`config.mk`:
```
export PLATFORM = sky130hd
export DESIGN_NAME = call_manager
export DESIGN_NICKNAME = d
export VERILOG_FILES = /design/src/rtl/call_manager_pkg.sv /design/src/rtl/call_manager_dial_buffer.sv /design/src/rtl/call_manager.sv
export SDC_FILE = /design/constraint.sdc
export NUM_CORES = 1
export LEC_CHECK = 0
export ABC_AREA = 1
export BUFFER_PORTS_ARGS = -buffer_cell sky130_fd_sc_hd__buf_2
export CORE_MARGIN = 1.5
export CORE_UTILIZATION = 35
export CTS_BUF_LIST = sky130_fd_sc_hd__clkbuf_16
export DETAILED_ROUTE_END_ITERATION = 10
export HOLD_SLACK_MARGIN = 0.08
export PLACE_DENSITY = 0.5
export SYNTH_ARGS = -nofsm -noshare
export SYNTH_HDL_FRONTEND = slang
export SYNTH_HIERARCHICAL = 1
export SYNTH_SLANG_ARGS = --single-unit
```
`constraint.sdc`:
```
create_clock -name clk -period 6 [get_ports clk]
set_input_delay 0.3 -clock clk [delete_from_list [all_inputs] [get_ports clk]]
set_output_delay 0.3 -clock clk [all_outputs]
set_load 0.05 [all_outputs]
```
`src/rtl/call_manager_pkg.sv`:
```
// Shared encodings for the call-control engine: UI states, line states,
// outgoing command codes, application report codes and menu positions.
package call_manager_pkg;

  typedef enum logic [1:0] {
    UI_INIT    = 2'd0,
    UI_IDLE    = 2'd1,
    UI_DIALING = 2'd2,
    UI_CALL    = 2'd3
  } ui_st_e;

  typedef enum logic [2:0] {
    LN_FREE     = 3'd0,
    LN_OUTGOING = 3'd1,
    LN_RINGING  = 3'd2,
    LN_ACTIVE   = 3'd3,
    LN_HELD     = 3'd4,
    LN_ENDING   = 3'd5
  } line_st_e;

  // commands to the application layer
  localparam logic [2:0] CMD_DIAL   = 3'd1;
  localparam logic [2:0] CMD_ACCEPT = 3'd3;
  localparam logic [2:0] CMD_REJECT = 3'd4;
  localparam logic [2:0] CMD_HANGUP = 3'd5;
  localparam logic [2:0] CMD_HOLD   = 3'd7;

  // reports from the application layer
  localparam logic [2:0] INC_END       = 3'd0;
  localparam logic [2:0] INC_CONNECTED = 3'd2;
  localparam logic [2:0] INC_INCOMING  = 3'd6;

  // menu positions (meaning depends on the foreground line state)
  localparam logic [1:0] MENU_CALL = 2'd0;  // CALL / ACCEPT
  localparam logic [1:0] MENU_END  = 2'd1;  // END / REJECT
  localparam logic [1:0] MENU_HOLD = 2'd2;  // HOLD / SWAP

  // Step the three-entry menu forward (up) or backward (down), wrapping.
  function automatic logic [1:0] menu_step(input logic [1:0] m, input logic fwd);
    if (fwd) return (m == MENU_HOLD) ? MENU_CALL : m + 2'd1;
    return (m == MENU_CALL) ? MENU_HOLD : m - 2'd1;
  endfunction

endpackage

```
`src/rtl/call_manager_dial_buffer.sv`:
```
// Dialled-number shift register with digit count and an inactivity timer.
// The timer restarts on every accepted digit; expiry clears the number.
module dial_buffer #(
  parameter int DIGITS       = 4,
  parameter int DIAL_TIMEOUT = 1000
)(
  input  logic                clk,
  input  logic                reset,
  input  logic                clear,     // start a fresh number
  input  logic                run,       // dialing in progress, timer counts
  input  logic                digit_en,  // valid BCD digit offered
  input  logic [3:0]          digit,
  output logic [4*DIGITS-1:0] phn_num,
  output logic                has_digit,
  output logic                expired
);

  localparam int CW = $clog2(DIGITS + 1);
  localparam int TW = $clog2(DIAL_TIMEOUT);

  logic [CW-1:0] cnt;
  logic [TW-1:0] timer;
  logic          accept;

  // digits beyond capacity are dropped without touching the timer
  assign accept    = digit_en && (cnt < CW'(DIGITS));
  assign expired   = run && !accept && (timer == TW'(DIAL_TIMEOUT - 1));
  assign has_digit = (cnt != '0);

  // number, count and timer; expiry behaves like a clear
  always_ff @(posedge clk) begin
    if (!reset) begin
      phn_num <= '0;
      cnt     <= '0;
      timer   <= '0;
    end else if (clear || expired) begin
      phn_num <= '0;
      cnt     <= '0;
      timer   <= '0;
    end else if (accept) begin
      phn_num <= (phn_num << 4) | (4*DIGITS)'(digit);
      cnt     <= cnt + CW'(1);
      timer   <= '0;
    end else if (run) begin
      timer   <= timer + TW'(1);
    end
  end

endmodule

```
`src/rtl/call_manager.sv`:
```
// Multi-line call-control engine: UI state machine, per-line call state,
// foreground/free-line selection and a one-cycle registered command strobe.
module call_manager
  import call_manager_pkg::*;
#(
  parameter  int NUM_LINES    = 2,
  parameter  int DIGITS       = 4,
  parameter  int DIAL_TIMEOUT = 1000,
  localparam int LW           = (NUM_LINES > 1) ? $clog2(NUM_LINES) : 1
)(
  input  logic                   clk,
  input  logic                   reset,
  input  logic                   enter,
  input  logic                   up,
  input  logic                   down,
  input  logic                   digit_valid,
  input  logic [3:0]             digit,
  input  logic                   inc_valid,
  input  logic [2:0]             inc_command,
  input  logic [LW-1:0]          inc_line,
  output logic                   cmd_valid,
  output logic [2:0]             command,
  output logic [LW-1:0]          cmd_line,
  output logic [4*DIGITS-1:0]    phn_num,
  output logic [1:0]             ui_state,
  output logic [LW-1:0]          fg_line,
  output logic [1:0]             menu_item,
  output logic [3*NUM_LINES-1:0] line_state
);

  ui_st_e                     ui_q, ui_d, ui_nxt;
  logic [LW-1:0]              fg_q, fg_d;
  logic [1:0]                 menu_q, menu_d;
  logic [NUM_LINES-1:0][2:0]  line_q, line_d;

  logic                       iss;
  logic [2:0]                 iss_cmd;
  logic [LW-1:0]              iss_line;

  logic                       dial_clear, dial_run, digit_en, dial_fire;
  logic                       has_digit, dial_expired;

  logic                       inc_ok;
  logic [2:0]                 fg_st;
  logic                       free_any, park_any, busy_any;
  logic [LW-1:0]              free_idx, park_idx, busy_idx;

  assign inc_ok     = {1'b0, inc_line} < (LW+1)'(NUM_LINES);
  assign fg_st      = line_q[fg_q];
  assign ui_state   = ui_q;
  assign fg_line    = fg_q;
  assign menu_item  = menu_q;
  assign line_state = line_q;

  // lowest FREE line for a new dial, lowest waiting/held line for a swap
  always_comb begin
    free_any = 1'b0;
    free_idx = '0;
    park_any = 1'b0;
    park_idx = '0;
    for (int i = NUM_LINES-1; i >= 0; i--) begin
      if (line_q[i] == LN_FREE) begin
        free_any = 1'b1;
        free_idx = LW'(i);
      end
      if ((LW'(i) != fg_q) && (line_q[i] == LN_RINGING || line_q[i] == LN_HELD)) begin
        park_any = 1'b1;
        park_idx = LW'(i);
      end
    end
  end

  // next UI/line state and command; reports take the whole cycle
  always_comb begin
    ui_d       = ui_q;
    fg_d       = fg_q;
    menu_d     = menu_q;
    line_d     = line_q;
    iss        = 1'b0;
    iss_cmd    = command;
    iss_line   = cmd_line;
    dial_clear = 1'b0;
    digit_en   = 1'b0;
    dial_fire  = 1'b0;
    busy_any   = 1'b0;
    busy_idx   = '0;

    if (inc_valid) begin
      if (inc_ok) begin
        case (inc_command)
          INC_INCOMING: begin
            if (line_q[inc_line] == LN_FREE) begin
              line_d[inc_line] = LN_RINGING;
              // only an idle UI jumps to the new call; otherwise it waits
              if (ui_q == UI_IDLE) begin
                fg_d   = inc_line;
                ui_d   = UI_CALL;
                menu_d = MENU_CALL;
              end
            end
          end
          INC_CONNECTED: begin
            // a held line asked to resume also comes back on CONNECTED
            if (line_q[inc_line] inside {LN_OUTGOING, LN_RINGING, LN_HELD})
              line_d[inc_line] = LN_ACTIVE;
          end
          INC_END:  line_d[inc_line] = LN_FREE;
          default: ;
        endcase
      end
    end else begin
      case (ui_q)
        UI_INIT: begin
          if (enter) ui_d = UI_IDLE;
        end
        UI_IDLE: begin
          if (enter) begin
            if (menu_q == MENU_CALL) begin
              ui_d       = UI_DIALING;
              dial_clear = 1'b1;
            end
          end else if (up) begin
            menu_d = menu_step(menu_q, 1'b1);
          end else if (down) begin
            menu_d = menu_step(menu_q, 1'b0);
          end
        end
        UI_DIALING: begin
          if (enter) begin
            if (has_digit && free_any) begin
              dial_fire        = 1'b1;
              line_d[free_idx] = LN_OUTGOING;
              fg_d             = free_idx;
              ui_d             = UI_CALL;
              menu_d           = MENU_CALL;
              iss              = 1'b1;
              iss_cmd          = CMD_DIAL;
              iss_line         = free_idx;
            end
          end else if (digit_valid && (digit <= 4'd9)) begin
            digit_en = 1'b1;
          end
        end
        UI_CALL: begin
          if (enter) begin
            case (menu_q)
              MENU_CALL: begin
                if (fg_st == LN_RINGING) begin
                  iss = 1'b1; iss_cmd = CMD_ACCEPT; iss_line = fg_q;
                end
              end
              MENU_END: begin
                if (fg_st == LN_RINGING) begin
                  iss = 1'b1; iss_cmd = CMD_REJECT; iss_line = fg_q;
                  line_d[fg_q] = LN_ENDING;
                end else if (fg_st == LN_ACTIVE || fg_st == LN_OUTGOING) begin
                  iss = 1'b1; iss_cmd = CMD_HANGUP; iss_line = fg_q;
                  line_d[fg_q] = LN_ENDING;
                end
              end
              MENU_HOLD: begin
                if (fg_st == LN_ACTIVE) begin
                  iss = 1'b1; iss_cmd = CMD_HOLD; iss_line = fg_q;
                  line_d[fg_q] = LN_HELD;
                  if (park_any) fg_d = park_idx;
                end else if (fg_st == LN_HELD) begin
                  // resume request; line stays HELD until CONNECTED
                  iss = 1'b1; iss_cmd = CMD_HOLD; iss_line = fg_q;
                end
              end
              default: ;
            endcase
          end else if (up) begin
            menu_d = menu_step(menu_q, 1'b1);
          end else if (down) begin
            menu_d = menu_step(menu_q, 1'b0);
          end
        end
        default: ;
      endcase
    end

    // in CALL: drop back to IDLE once every line is free, else keep fg on a live line
    if (ui_d == UI_CALL) begin
      for (int i = NUM_LINES-1; i >= 0; i--) begin
        if (line_d[i] != LN_FREE) begin
          busy_any = 1'b1;
          busy_idx = LW'(i);
        end
      end
      if (!busy_any) begin
        ui_d   = UI_IDLE;
        menu_d = MENU_CALL;
      end else if (line_d[fg_d] == LN_FREE) begin
        fg_d = busy_idx;
      end
    end
  end

  // timer stops on the cycle a number is dialled so it cannot race the dial
  assign dial_run = (ui_q == UI_DIALING) && !dial_fire;
  assign ui_nxt   = dial_expired ? UI_IDLE : ui_d;

  dial_buffer #(
    .DIGITS       (DIGITS),
    .DIAL_TIMEOUT (DIAL_TIMEOUT)
  ) u_dial (
    .clk       (clk),
    .reset     (reset),
    .clear     (dial_clear),
    .run       (dial_run),
    .digit_en  (digit_en),
    .digit     (digit),
    .phn_num   (phn_num),
    .has_digit (has_digit),
    .expired   (dial_expired)
  );

  // state and command registers; command/cmd_line hold their last value
  always_ff @(posedge clk) begin
    if (!reset) begin
      ui_q      <= UI_INIT;
      fg_q      <= '0;
      menu_q    <= MENU_CALL;
      line_q    <= '0;
      cmd_valid <= 1'b0;
      command   <= 3'd0;
      cmd_line  <= '0;
    end else begin
      ui_q      <= ui_nxt;
      fg_q      <= fg_d;
      menu_q    <= menu_d;
      line_q    <= line_d;
      cmd_valid <= iss;
      command   <= iss_cmd;
      cmd_line  <= iss_line;
    end
  end

endmodule

```
After elaboration in Yosys (flattened, before gate mapping)
Index checks and enable logic that the tools add are counted.

Bits in registers: 45. Latch bits: 0. Bits in writable memories: 0. Bits in read-only memories: 0. Input bits: 15. Output and inout port bits: 32. Memories kept: 0.

Add/subtract/negate cells: 4. $mul: 0. Divide/modulo/power cells: 0. Magnitude comparators: 9. Equality and inequality tests: 27. Shift-type cells: 0. Mux-type cells: 125. Bitwise logic cells: 21. Reduce and logical (&&, ||, !) cells: 34.

Operators by type and width (number): 1-bit two-way mux (56); 2-bit two-way mux (28); 6-bit two-way mux (9); 3-bit two-way mux (17); 6-bit case mux with 2 select lines (2); 3-bit by 2-bit equality test with 1-bit output (second input constant) (6); 6-bit case mux with 3 select lines (1); 16-bit by 4-bit OR with 16-bit output (1); 3-bit equality test (second input constant) (5); 3-bit zero test (5); 4-bit AND (3); 4-bit inverter (3); 2-bit case mux with 3 select lines (2); 3-bit nonzero test (4); 1-bit logical AND (11); 10-bit by 1-bit adder with 10-bit output (second input constant) (1); 10-bit equality test (second input constant) (1); 3-bit demux with 1-bit select (3); 3-bit case mux with 3 select lines (1); 9-bit AND reduction (1); 2-bit equality test (second input constant) (4); 1-bit by 2-bit < comparator with 1-bit output (second input constant) (4); 4-bit inequality test (second input constant) (2); 4-bit OR (2); other kinds (26) (48).

Longest topological paths before layout
Gate-level depths: netlist of run 1.

Depth after elaboration: 20. Depth in mapped cells: 17.

By module
Netlist of run 1, hierarchy kept.

By module, submodules not included: call_manager (times used 1, cells an instance 314, area each 1798.0 µm²); dial_buffer (times used 1, cells an instance 176, area each 1368.8 µm²).

Worst setup path before layout of run 1
No wires, ideal clock.

Path type: reg-to-reg. Start: register menu_q[0] (netlist: menu_item[0]). End: register menu_q[0] (netlist: menu_item[0]). Setup time: 116 ps. Arrival time: 2215 ps. Required time: 5884 ps. Path slack: 3669 ps. Cell stages (with the launch flop): 14. Path buffers: 0. Path through: dfxtp_1 -> inv_1 -> ha_1 -> nand2_1 -> nor2_1 -> nand2_1 -> nor2_1 -> nand2_1 -> nand2_1 -> nand2_1 -> nand2_1 -> nand4_2 -> o21ai_2 -> nor2_1.

Longest elaborated chain between the ends: 11. Elaborated cells on any way between the ends: 37. Classes of those cells: add/sub (2); eq/ne (3); mux (29); reduce/logical (3).

Ends and longest elaborated chain: start: declaration (line call_manager.sv:33) `logic [1:0] menu_q, menu_d;`; start signal: assignment (line call_manager.sv:232) `menu_q <= menu_d;`; 2-bit equality test or 2-bit by 1-bit equality test with 1-bit output (tied branches) (line call_manager_pkg.sv:40, call_manager.sv:146); 6-bit case mux with 2 select lines (line call_manager.sv:146) `case (menu_q)`; 6-bit two-way mux (line call_manager.sv:145) `if (enter) begin`; 6-bit case mux with 2 select lines (line call_manager.sv:112) `case (ui_q)`; 6-bit two-way mux (line call_manager.sv:88) `if (inc_valid) begin`; 3-bit nonzero test (line call_manager.sv:186) `if (line_d[i] != LN_FREE) begin`; 1-bit two-way mux (2 in series) (line call_manager.sv:186); 1-bit two-way mux (line call_manager.sv:184) `if (ui_d == UI_CALL) begin`; 2-bit two-way mux (line call_manager.sv:191) `if (!busy_any) begin`; 2-bit two-way mux * (line call_manager.sv:184).

Every way passes the cells marked *; elsewhere a longest branch is shown, timed or not. The select of a mux whose other input is x is not followed. A chain may end at the register's enable or synchronous reset.

Worst setup path after layout of run 1
Start: register ui_q[1] (netlist: ui_state[1]). End: register ui_q[1] (netlist: ui_state[1]).

Elaborated cells on any way between the ends: 35. Classes of those cells: eq/ne (4); mux (21); reduce/logical (10).

RTL lines: start: declaration (line call_manager.sv:31) `ui_st_e ui_q, ui_d, ui_nxt;`; start signal: assignment (line call_manager.sv:230) `ui_q <= ui_nxt;`; 2-bit equality test (line call_manager.sv:112); 1-bit two-way mux (line call_manager.sv:112); 1-bit two-way mux (line call_manager.sv:88); net digit_en (line call_manager.sv:40) `logic dial_clear, dial_run, digit_en, dial_fire;`; 1-bit logical AND (line call_manager_dial_buffer.sv:26) `assign accept = digit_en && (cnt < CW'(DIGITS));`; 1-bit zero test (line call_manager_dial_buffer.sv:27) `assign expired = run && !accept && (timer == TW'(DIAL_TIMEOUT - 1));`; 1-bit logical AND (2 in series) (line call_manager_dial_buffer.sv:27); net dial_expired (line call_manager.sv:41) `logic has_digit, dial_expired;`; 2-bit OR reduction (no line).

The timed path passes the listed nets, and every way through them passes these cells. The select of a mux whose other input is x is not followed.

==> flow_metrics.tcl, run 1 <==
set metrics [dict create \
    drc 0 \
    synth_warnings 6 \
    max-cap-violations 0 \
    criticalPathCategory "reg -> reg" \
    worstMarginPinSlew_ns 0.808 \
    synth-seq-cells 45 \
    syn2layout_area_growth_pct 12.0 \
    path_max_fanout 20 \
    synth_fp_nets 515 \
    power_frac_clock 0.393 \
    clock_latency_ns 0.29 \
    worst_ir_drop_vdd_mv 0.120 \
    synth.mux.area_fraction 0.00316 \
    yosysTopAreaCell "dfxtp_1" \
    numCtsBuffers 5 \
    p_int_mw 0.487 \
    grt_antenna_before_repair 0 \
    holdWs_ns 0.274 \
    synth_simple_gate_area_frac 0.407 \
    io_buffers 46 \
    viasPerCell 4.98 \
    p_seq_frac 0.448 \
    cts-resized-gates 0 \
    fp-row-count 34 \
    firstDrtPassIters 5 \
    combPwrFrac 0.159 \
    fp.dieW_um 98.1 \
    critPathRequiredTime_ns 6.23 \
    hold_depth 3 \
    post-cts-setup-buffer-count 0 \
    maxSlewHeadroom 0.461 \
    core_area_um2 8760 \
    htreeDepth 2 \
    power_density_nw_per_um2 196 \
    fin_util 0.405 \
    synth_compound_area_frac 0.144 \
    r2r_cells 11 \
    groute.layer.met3.usage 0.0286 \
    cts_tree "yes" \
    power.switching_mw 0.208 \
    top_usage_layer "met2" \
    syn_inst 490 \
    wl_per_cell_um 13.5 \
    syn_area_um2 3170 \
    cts.root.buffer_cell "clkbuf_16" \
    finalHoldViolations 0 \
    drt_wl_total_mm 8.58 \
    grt_overflow 0 \
    fin_crit_ns 2.63 \
    layout-drive-gt1-share 0.187 \
    cts_buffer_depth 2 \
    synth_ff_type "dfxtp_1" \
    synth_top_family_by_area "simple AND/OR/NAND/NOR gates" \
    syn_area_per_cell_um2 6.46 \
    final_nets 554 \
    worstHoldPathType "in -> reg" \
    gp_congestion 0.860 \
    holdPathEnd "u_dial/phn_num[0]" \
    leakage_nw 1.64 \
    design_area_um2 3550 \
    r2r_start "ui_state[1]" \
    fin_crit_sh 0.438 \
    netlist_top_cells_count "nand2_1 (165), inv_1 (53), dfxtp_1 (45)" \
    drt-initial-drc-count 160 \
    dieArea_um2 9630 \
    r2r_slack_ns 3.37 \
    path_clk_slew_ns 0.07 \
    grt_pass1_vias 2939 \
    grt_max_degree 21 \
    fin_skew_ns 0.00904 \
    placed_cell_area_um2 3400 \
    yosysSeqAreaShare 0.284 \
    clock-sinks 45 \
    worstPathArrival_ns 2.86 \
    antenna_cells 0 \
    ant_nets 0 \
    synth_cell_types 47 \
    grt_use_total 0.182 \
    rsz0062_at_grt "no" \
    yosys.area.top_type_share 0.284 \
    grt_pass1_wl_mm 14.3 \
    start_kind "register" \
    critPathCaptureType "register" \
    r2r_end "ui_state[1]" \
    max_freq_mhz 381 \
    dp_hpwl_mm 6.51 \
    postCtsHoldBufs 0 \
    synth_xor_area_frac 0.0111 \
    yosysMostFrequentCell "nand2_1" \
    synth_edf_count 0 \
    start_util 0.361 \
    setup_viol 0 \
    report.final.slew_viol_count 0 \
    grt_util_met1 0.265 \
    fillers 1034 \
    synth-async-reset-ratio 0 \
    p_sw_frac 0.300 \
    vias 3170 \
    synthAdderAreaFrac 0.0395 \
    status "completed" \
    synthTopCellsByArea "dfxtp_1 (28%), nand2_1 (20%), inv_1 (6.3%)" \
    gr-usage-met2 0.280 \
    setup_tns_ns 0 \
    die_y_um 98.1 \
    io-pin-count 47 \
    hold_start "digit[0]" \
]
[routing by layer]
layer | wire, µm | share of wire
met2 | 3820 | 0.45
met1 | 4280 | 0.50
met5 | 0 | 0
met3 | 367 | 0.043
met4 | 104 | 0.012
[stage by stage]
stage | setup slack, ns | std cells | power [mW]
after floorplan | 3.67 | 490 | 0.402
after global placement | 3.41 | 630 | 0.428
after detailed placement | 3.31 | 630 | 0.428
after CTS | 3.36 | 637 | 0.703
after global routing | 3.09 | 637 | 0.725
final | 3.37 | 637 | 0.695
[flip-flops by register name, indices dropped and copies added, names as in the netlist]
register / count
fg_line: 1
u_dial/phn_num: 16
menu_item: 2
u_dial/cnt: 3
u_dial/timer: 10
ui_state: 2
cmd_valid: 1
command: 3
cmd_line: 1
line_state: 6
[power by group through the flow]
stage / sequential (mW) / combinational, mW / clock, mW
after floorplan: 0.327 / 0.0750 / 0
after global placement: 0.318 / 0.110 / 0
after detailed placement: 0.318 / 0.110 / 0
after CTS: 0.311 / 0.111 / 0.281
after global routing: 0.312 / 0.124 / 0.289
final: 0.311 / 0.110 / 0.273
[critical path, stage by stage (launching register included)]
cell     delay [ns]
dfxtp_1        0.42
inv_2          0.09
nor2_2         0.17
nand4_1        0.13
nor2_1         0.14
inv_1          0.06
nor2_2         0.61
inv_2          0.36
nand2_1        0.14
nor3b_1        0.06
or2_2          0.29
nor2_1         0.09
[kinds of logic after synthesis]
family / count (synthesis)
muxes: 1
DFF: 45
AOI/OAI and AO/OA: 75
and+or+nand+nor: 282
xor gates and xnor gates: 4
adders and majority gates: 10
buffers and inverters: 73
[worst max-delay path by stage]
stage | end | startpoint | slack, ns | depth (start not counted)
final | ui_state[1] | ui_state[1] | 3.37 | 11
after global routing | ui_state[1] | ui_state[1] | 3.09 | 11
after CTS | ui_state[1] | ui_state[1] | 3.36 | 11
after detailed placement | ui_state[1] | digit[1] | 3.31 | 11
after global placement | ui_state[1] | digit[1] | 3.41 | 11
after floorplan | menu_item[0] | menu_item[0] | 3.67 | 13
[placed cells by master (no fill, tap or decap), drive strengths merged, types with 3 or more instances in the layout]
cell | Yosys | routed
ha | 10 | 10
nor2 | 54 | 54
nand4 | 10 | 10
a31oi | 3 | 3
buf | 12 | 46
dfxtp | 45 | 45
clkbuf | 2 | 5
inv | 59 | 59
nand3b | 3 | 3
o21ai | 28 | 28
nor3 | 3 | 3
xor2 | 3 | 3
nand2 | 170 | 170
nand3 | 38 | 38
a21oi | 35 | 35
[layout make-up]
| type | count | area (µm²) | share of cell area |
|---|---|---|---|
| clock buffers | 5 | 125 | 0.0353 |
| flip-flops and latches | 45 | 901 | 0.254 |
| well taps | 108 | 135 | 0.0381 |
| repair buffers | 46 | 230 | 0.0649 |
| multi-input cells | 372 | 1910 | 0.540 |
| clock inverters | 2 | 16.3 | 0.00459 |
| inverters | 59 | 224 | 0.0632 |
No activity file was read; power rests on OpenSTA's default activity.
==> inputs of run 2 (changes only) <==
--- a/config.mk
+++ b/config.mk
@@ -12,7 +12,7 @@
 export CTS_BUF_LIST = sky130_fd_sc_hd__clkbuf_16
 export DETAILED_ROUTE_END_ITERATION = 10
 export HOLD_SLACK_MARGIN = 0.08
-export PLACE_DENSITY = 0.5
+export PLACE_DENSITY = 0.52
 export SYNTH_ARGS = -nofsm -noshare
 export SYNTH_HDL_FRONTEND = slang
 export SYNTH_HIERARCHICAL = 1
==> constraint.sdc (replaced) <==
create_clock -name clk -period 2.2 [get_ports clk]
set_input_delay 0.11 -clock clk [delete_from_list [all_inputs] [get_ports clk]]
set_output_delay 0.11 -clock clk [all_outputs]
set_load 0.05 [all_outputs]
==> flow_metrics.tcl, run 2 (synthesis gave the netlist of run 1 again) <==
set metrics [dict create \
    fin_crit_sh 0.908 \
    maxSlewHeadroom 0.659 \
    drc 0 \
    placed_cell_area_um2 3530 \
    fin_skew_ns 0.00856 \
    worstPathArrival_ns 2.18 \
    worst_path_most_repeated_cell "nand2_1" \
    ant_nets 0 \
    report.final.slew_viol_count 0 \
    status "completed" \
    path_max_fanout 6 \
    viasPerCell 4.90 \
    r2r_cells 13 \
    r2r_end "menu_item[0]" \
    numCtsBuffers 5 \
    dp_hpwl_mm 6.49 \
    grt_antenna_before_repair 0 \
    cts_buffer_depth 2 \
    vias 3214 \
    grt_max_degree 20 \
    drt-initial-drc-count 148 \
    max_stage_delay_ns 0.38 \
    dieArea_um2 9630 \
    hold_start "digit[2]" \
    critPathRequiredTime_ns 2.38 \
    rsz0062_at_grt "no" \
    wl_per_cell_um 13.0 \
    setup_tns_ns 0 \
    max_freq_mhz 501 \
    clock_latency_ns 0.29 \
    grt_overflow 0 \
    clock-sinks 45 \
    grt_pass1_wl_mm 14.4 \
    largest_reg_flops 16 \
    setup_viol 0 \
    grt_util_met1 0.258 \
    holdPathEnd "u_dial/phn_num[2]" \
    leakage_nw 1.75 \
    layout-drive-gt1-share 0.228 \
    finalHoldViolations 0 \
    setup_ws_ns 0.202 \
    design_area_um2 3750 \
    criticalPathCategory "reg -> reg" \
    firstDrtPassIters 5 \
    core_area_um2 8760 \
    hold_depth 3 \
    final_cell_mix "nand2_1 (165), inv_1 (50), buf_2 (46)" \
    max-cap-violations 0 \
    r2r_slack_ns 0.20 \
    grt_pass1_vias 2985 \
    antenna_cells 0 \
    cpMaxStageDelayCell "dfxtp_4" \
    htreeDepth 2 \
    grt_use_total 0.183 \
    crit_chain "inv_2 -> ha_4 -> nand2_1 -> nor2_2 -> nand2_1 -> nor2_1 -> nand2_1 -> nand2_1 -> nand2_1 -> nand2_1 -> nand4_2 -> o21ai_4 -> nor2_1" \
    path_clk_slew_ns 0.07 \
    fp.dieW_um 98.1 \
    final_common_cell "nand2_1" \
    power_density_nw_per_um2 550 \
    top_usage_layer "met2" \
    cts.root.buffer_cell "clkbuf_16" \
    gr-usage-met2 0.284 \
    p_total_mw 2.06 \
    syn2layout_area_growth_pct 18.5 \
    start_util 0.361 \
    worstHoldPathType "in -> reg" \
    r2r_start "menu_item[0]" \
    fp-row-count 34 \
    fin_crit_ns 2.00 \
    gp_congestion 0.921 \
    worst_ir_drop_vdd_mv 0.276 \
    critPathCaptureType "register" \
    die_y_um 98.1 \
    drt_wl_total_mm 8.50 \
    io_buffers 46 \
    worstMarginPinSlew_ns 0.499 \
    regMostFlops "u_dial/phn_num" \
    start_kind "register" \
    groute.layer.met3.usage 0.0315 \
    final_nets 572 \
    pre_cts_ws_ns 0.0601 \
    io-pin-count 47 \
    post-cts-setup-buffer-count 0 \
    cts_tree "yes" \
]
[run 2: changes by cell type in the layout (fill, tap and decap cells not counted), sizes merged]
cell / before / now
buf: 46 / 62
bufinv: 0 / 1
dlygate4sd3: 0 / 2
clkinvlp: 1 / 0
inv: 59 / 61
clkinv: 1 / 0
[run 2: worst max-delay path by stage]
stage                        from         endpoint  slack (ns)
finish               menu_item[0]     menu_item[0]        0.20
global route        line_state[3]  u_dial/timer[9]        0.01
CTS                  menu_item[0]     menu_item[0]        0.04
detailed placement   menu_item[0]     menu_item[0]        0.06
global placement     menu_item[0]       command[2]        0.01
floorplan             ui_state[1]      ui_state[1]        0.02
[run 2: routing by layer]
metal	vias up	part of all wire
met5	-	0
met4	0	0.011
met3	9	0.055
met2	70	0.44
met1	1448	0.50
li1	1687	-
[run 2: timing repair]
item / CTS / global route
hold buffers: 2 / 0
setup endpoints to repair: 0 / 8
endpoints found under the hold margin: 2 / 0
resized for setup: 0 / 11
[run 2: worst max-delay path, delay by kind of cell, from the launching register on]
family / cells / cell delay [ns]
flip-flops: 1 / 0.38
AO/OA/AOI/OAI: 1 / 0.20
adder cells (fa/ha/maj): 1 / 0.28
buffers and inverters: 1 / 0.09
AND/OR/NAND/NOR: 10 / 0.95
[run 2: power breakdown]
group	internal [mW]	leakage (nW)	total [mW]	switching [mW]
sequential	0.825	0.365	0.843	0.0173
combinational	0.103	1.30	0.332	0.229
clock	0.544	0.0848	0.890	0.345
[run 2: final cells by class]
type / count / area [µm²]
clock buffers: 5 / 125
clock inverters: 3 / 47.5
fillers: 972 / 5010
inverters: 59 / 224
multi-input cells: 372 / 1940
flip-flops and latches: 45 / 910
well taps: 108 / 135
repair buffers: 64 / 370
[run 2: metrics by stage]
step                      hold slack [ns]  cells   util
after floorplan                     0.227    490      -
after global placement              0.380    646  0.402
after detailed placement            0.381    646  0.402
after CTS                          0.0870    656  0.424
after global routing               0.0939    656  0.428
final                              0.0903    656  0.428
==> inputs of run 3 (changes only) <==
--- a/config.mk
+++ b/config.mk
@@ -11,6 +11,7 @@
 export CORE_UTILIZATION = 35
 export CTS_BUF_LIST = sky130_fd_sc_hd__clkbuf_16
 export DETAILED_ROUTE_END_ITERATION = 10
+export GPL_TIMING_DRIVEN = 0
 export HOLD_SLACK_MARGIN = 0.08
 export PLACE_DENSITY = 0.52
 export SYNTH_ARGS = -nofsm -noshare
==> flow_metrics.tcl, run 3 (synthesis gave the netlist of run 1 again) <==
set metrics [dict create \
    criticalPathCategory "reg -> reg" \
    cts_tree "yes" \
    largest_reg_flops 16 \
    max-cap-violations 0 \
    setup_viol 0 \
    firstDrtPassIters 4 \
    final_cell_mix "nand2_1 (164), inv_1 (49), buf_2 (47)" \
    wl_per_cell_um 12.9 \
    path_clk_slew_ns 0.07 \
    ant_nets 0 \
    antenna_cells 0 \
    fillers 970 \
    holdWs_ns 0.0855 \
    htreeDepth 2 \
    start_kind "register" \
    worstHoldPathType "in -> reg" \
    placed_cell_area_um2 3520 \
    grt_overflow 0 \
    drt-initial-drc-count 140 \
    power_density_nw_per_um2 515 \
    final_common_cell "nand2_1" \
    critPathCaptureType "register" \
    dp_hpwl_mm 6.42 \
    regMostFlops "u_dial/phn_num" \
    cts.root.buffer_cell "clkbuf_16" \
    clock-sinks 45 \
    fin_crit_ns 2.07 \
    io_buffers 44 \
    fp-row-count 34 \
    max_freq_mhz 483 \
    cts_buffer_depth 2 \
    pre_cts_ws_ns -0.0858 \
    io-pin-count 47 \
    fp.dieW_um 98.1 \
    start_util 0.361 \
    numCtsBuffers 5 \
    grt_antenna_before_repair 0 \
    grt_pass1_wl_mm 14.0 \
    finalHoldViolations 0 \
    core_area_um2 8760 \
    drc 0 \
    critPathRequiredTime_ns 2.37 \
    leakage_nw 1.73 \
    worst_ir_drop_vdd_mv 0.319 \
    multi_input_area_um2 1970 \
    fin_crit_sh 0.940 \
    seq_area_um2 910 \
    vias 3204 \
    worstMarginPinSlew_ns 0.357 \
    path_max_fanout 6 \
    design_area_um2 3760 \
    worstPathArrival_ns 2.23 \
    layout-drive-gt1-share 0.240 \
    grt_use_total 0.177 \
    dieArea_um2 9630 \
    drt_wl_total_mm 8.41 \
    maxSlewHeadroom 0.761 \
    fin_skew_ns 0.00735 \
    grt_max_degree 16 \
    setup_ws_ns 0.132 \
    final_nets 569 \
    viasPerCell 4.91 \
    gp_congestion 0.863 \
    die_y_um 98.1 \
    status "completed" \
    report.final.slew_viol_count 0 \
    syn2layout_area_growth_pct 18.7 \
    clock_latency_ns 0.28 \
    grt_pass1_vias 2930 \
]
[run 3: cell count changes in the layout (fill, tap and decap cells not counted), sizes merged]
cell         before  now
buf              62   59
clkinvlp          0    2
inv              61   59
bufinv            1    0
clkbuf            5    6
clkinv            0    1
dlygate4sd3       2    1
[run 3: timing repair]
action	4_1_cts	5_1_grt
buffers inserted	0	3
resized for setup	1	20
hold buffers	1	0
endpoints found under the setup margin	7	23
hold endpoints to repair	1	0
pin swaps	1	0
cloned	0	0
[run 3: layout make-up]
class | instances | share of cell area
multi-input combinational | 372 | 0.523
sequential | 45 | 0.242
timing repair buffer | 48 | 0.0672
inverter | 59 | 0.0606
tap | 108 | 0.0359
clock buffer | 5 | 0.0333
buffer | 13 | 0.0329
clock inverter | 3 | 0.00532
[run 3: final timing paths]
check | startpoint | slack (ns) | cells past startpoint | end
worst max-delay path | menu_item[0] | 0.13 | 13 | menu_item[0]
worst min-delay path | digit[2] | 0.09 | 3 | u_dial/phn_num[2]
worst max register to register | menu_item[0] | 0.13 | 13 | menu_item[0]
worst min register to register | cmd_line | 0.44 | 2 | cmd_line
[run 3: critical path, stage by stage (launching register included)]
cell and delay, ns:
dfxtp_4 0.39, clkinvlp_4 0.14, ha_4 0.30, nand2_2 0.08
nor2_2 0.14, nand2_1 0.09, nor2_1 0.08, nand2_1 0.06
nand2_1 0.08, nand2_1 0.05, nand2_1 0.12, nand4_2 0.16
o21ai_4 0.21, nor2_1 0.06
[run 3: layer usage]
metal  part of all wire  global-route usage  vias up
met2               0.44               0.276       64
met3              0.051              0.0293        4
met4             0.0053              0.0363        0
li1                   -                   -     1681
met1               0.51               0.257     1455
met5                  0                   0        -
[run 3: report_power, final]
group | leakage, nW | total (mW) | switching [mW] | internal, mW
Combinational | 1.29 | 0.344 | 0.234 | 0.110
Sequential | 0.366 | 0.843 | 0.0172 | 0.826
Clock | 0.0679 | 0.748 | 0.326 | 0.421
Total | 1.73 | 1.93 | 0.577 | 1.36
[run 3: metrics by stage]
stage | TNS, ns | total power, mW | cells | util
after CTS | 0 | 1.94 | 650 | 0.420
final | 0 | 1.93 | 653 | 0.429
after detailed placement | -0.314 | 1.19 | 642 | 0.402
after global routing | -0.0717 | 2.02 | 653 | 0.429
after floorplan | 0 | 1.10 | 490 | -
after global placement | -0.0506 | 1.18 | 642 | 0.402
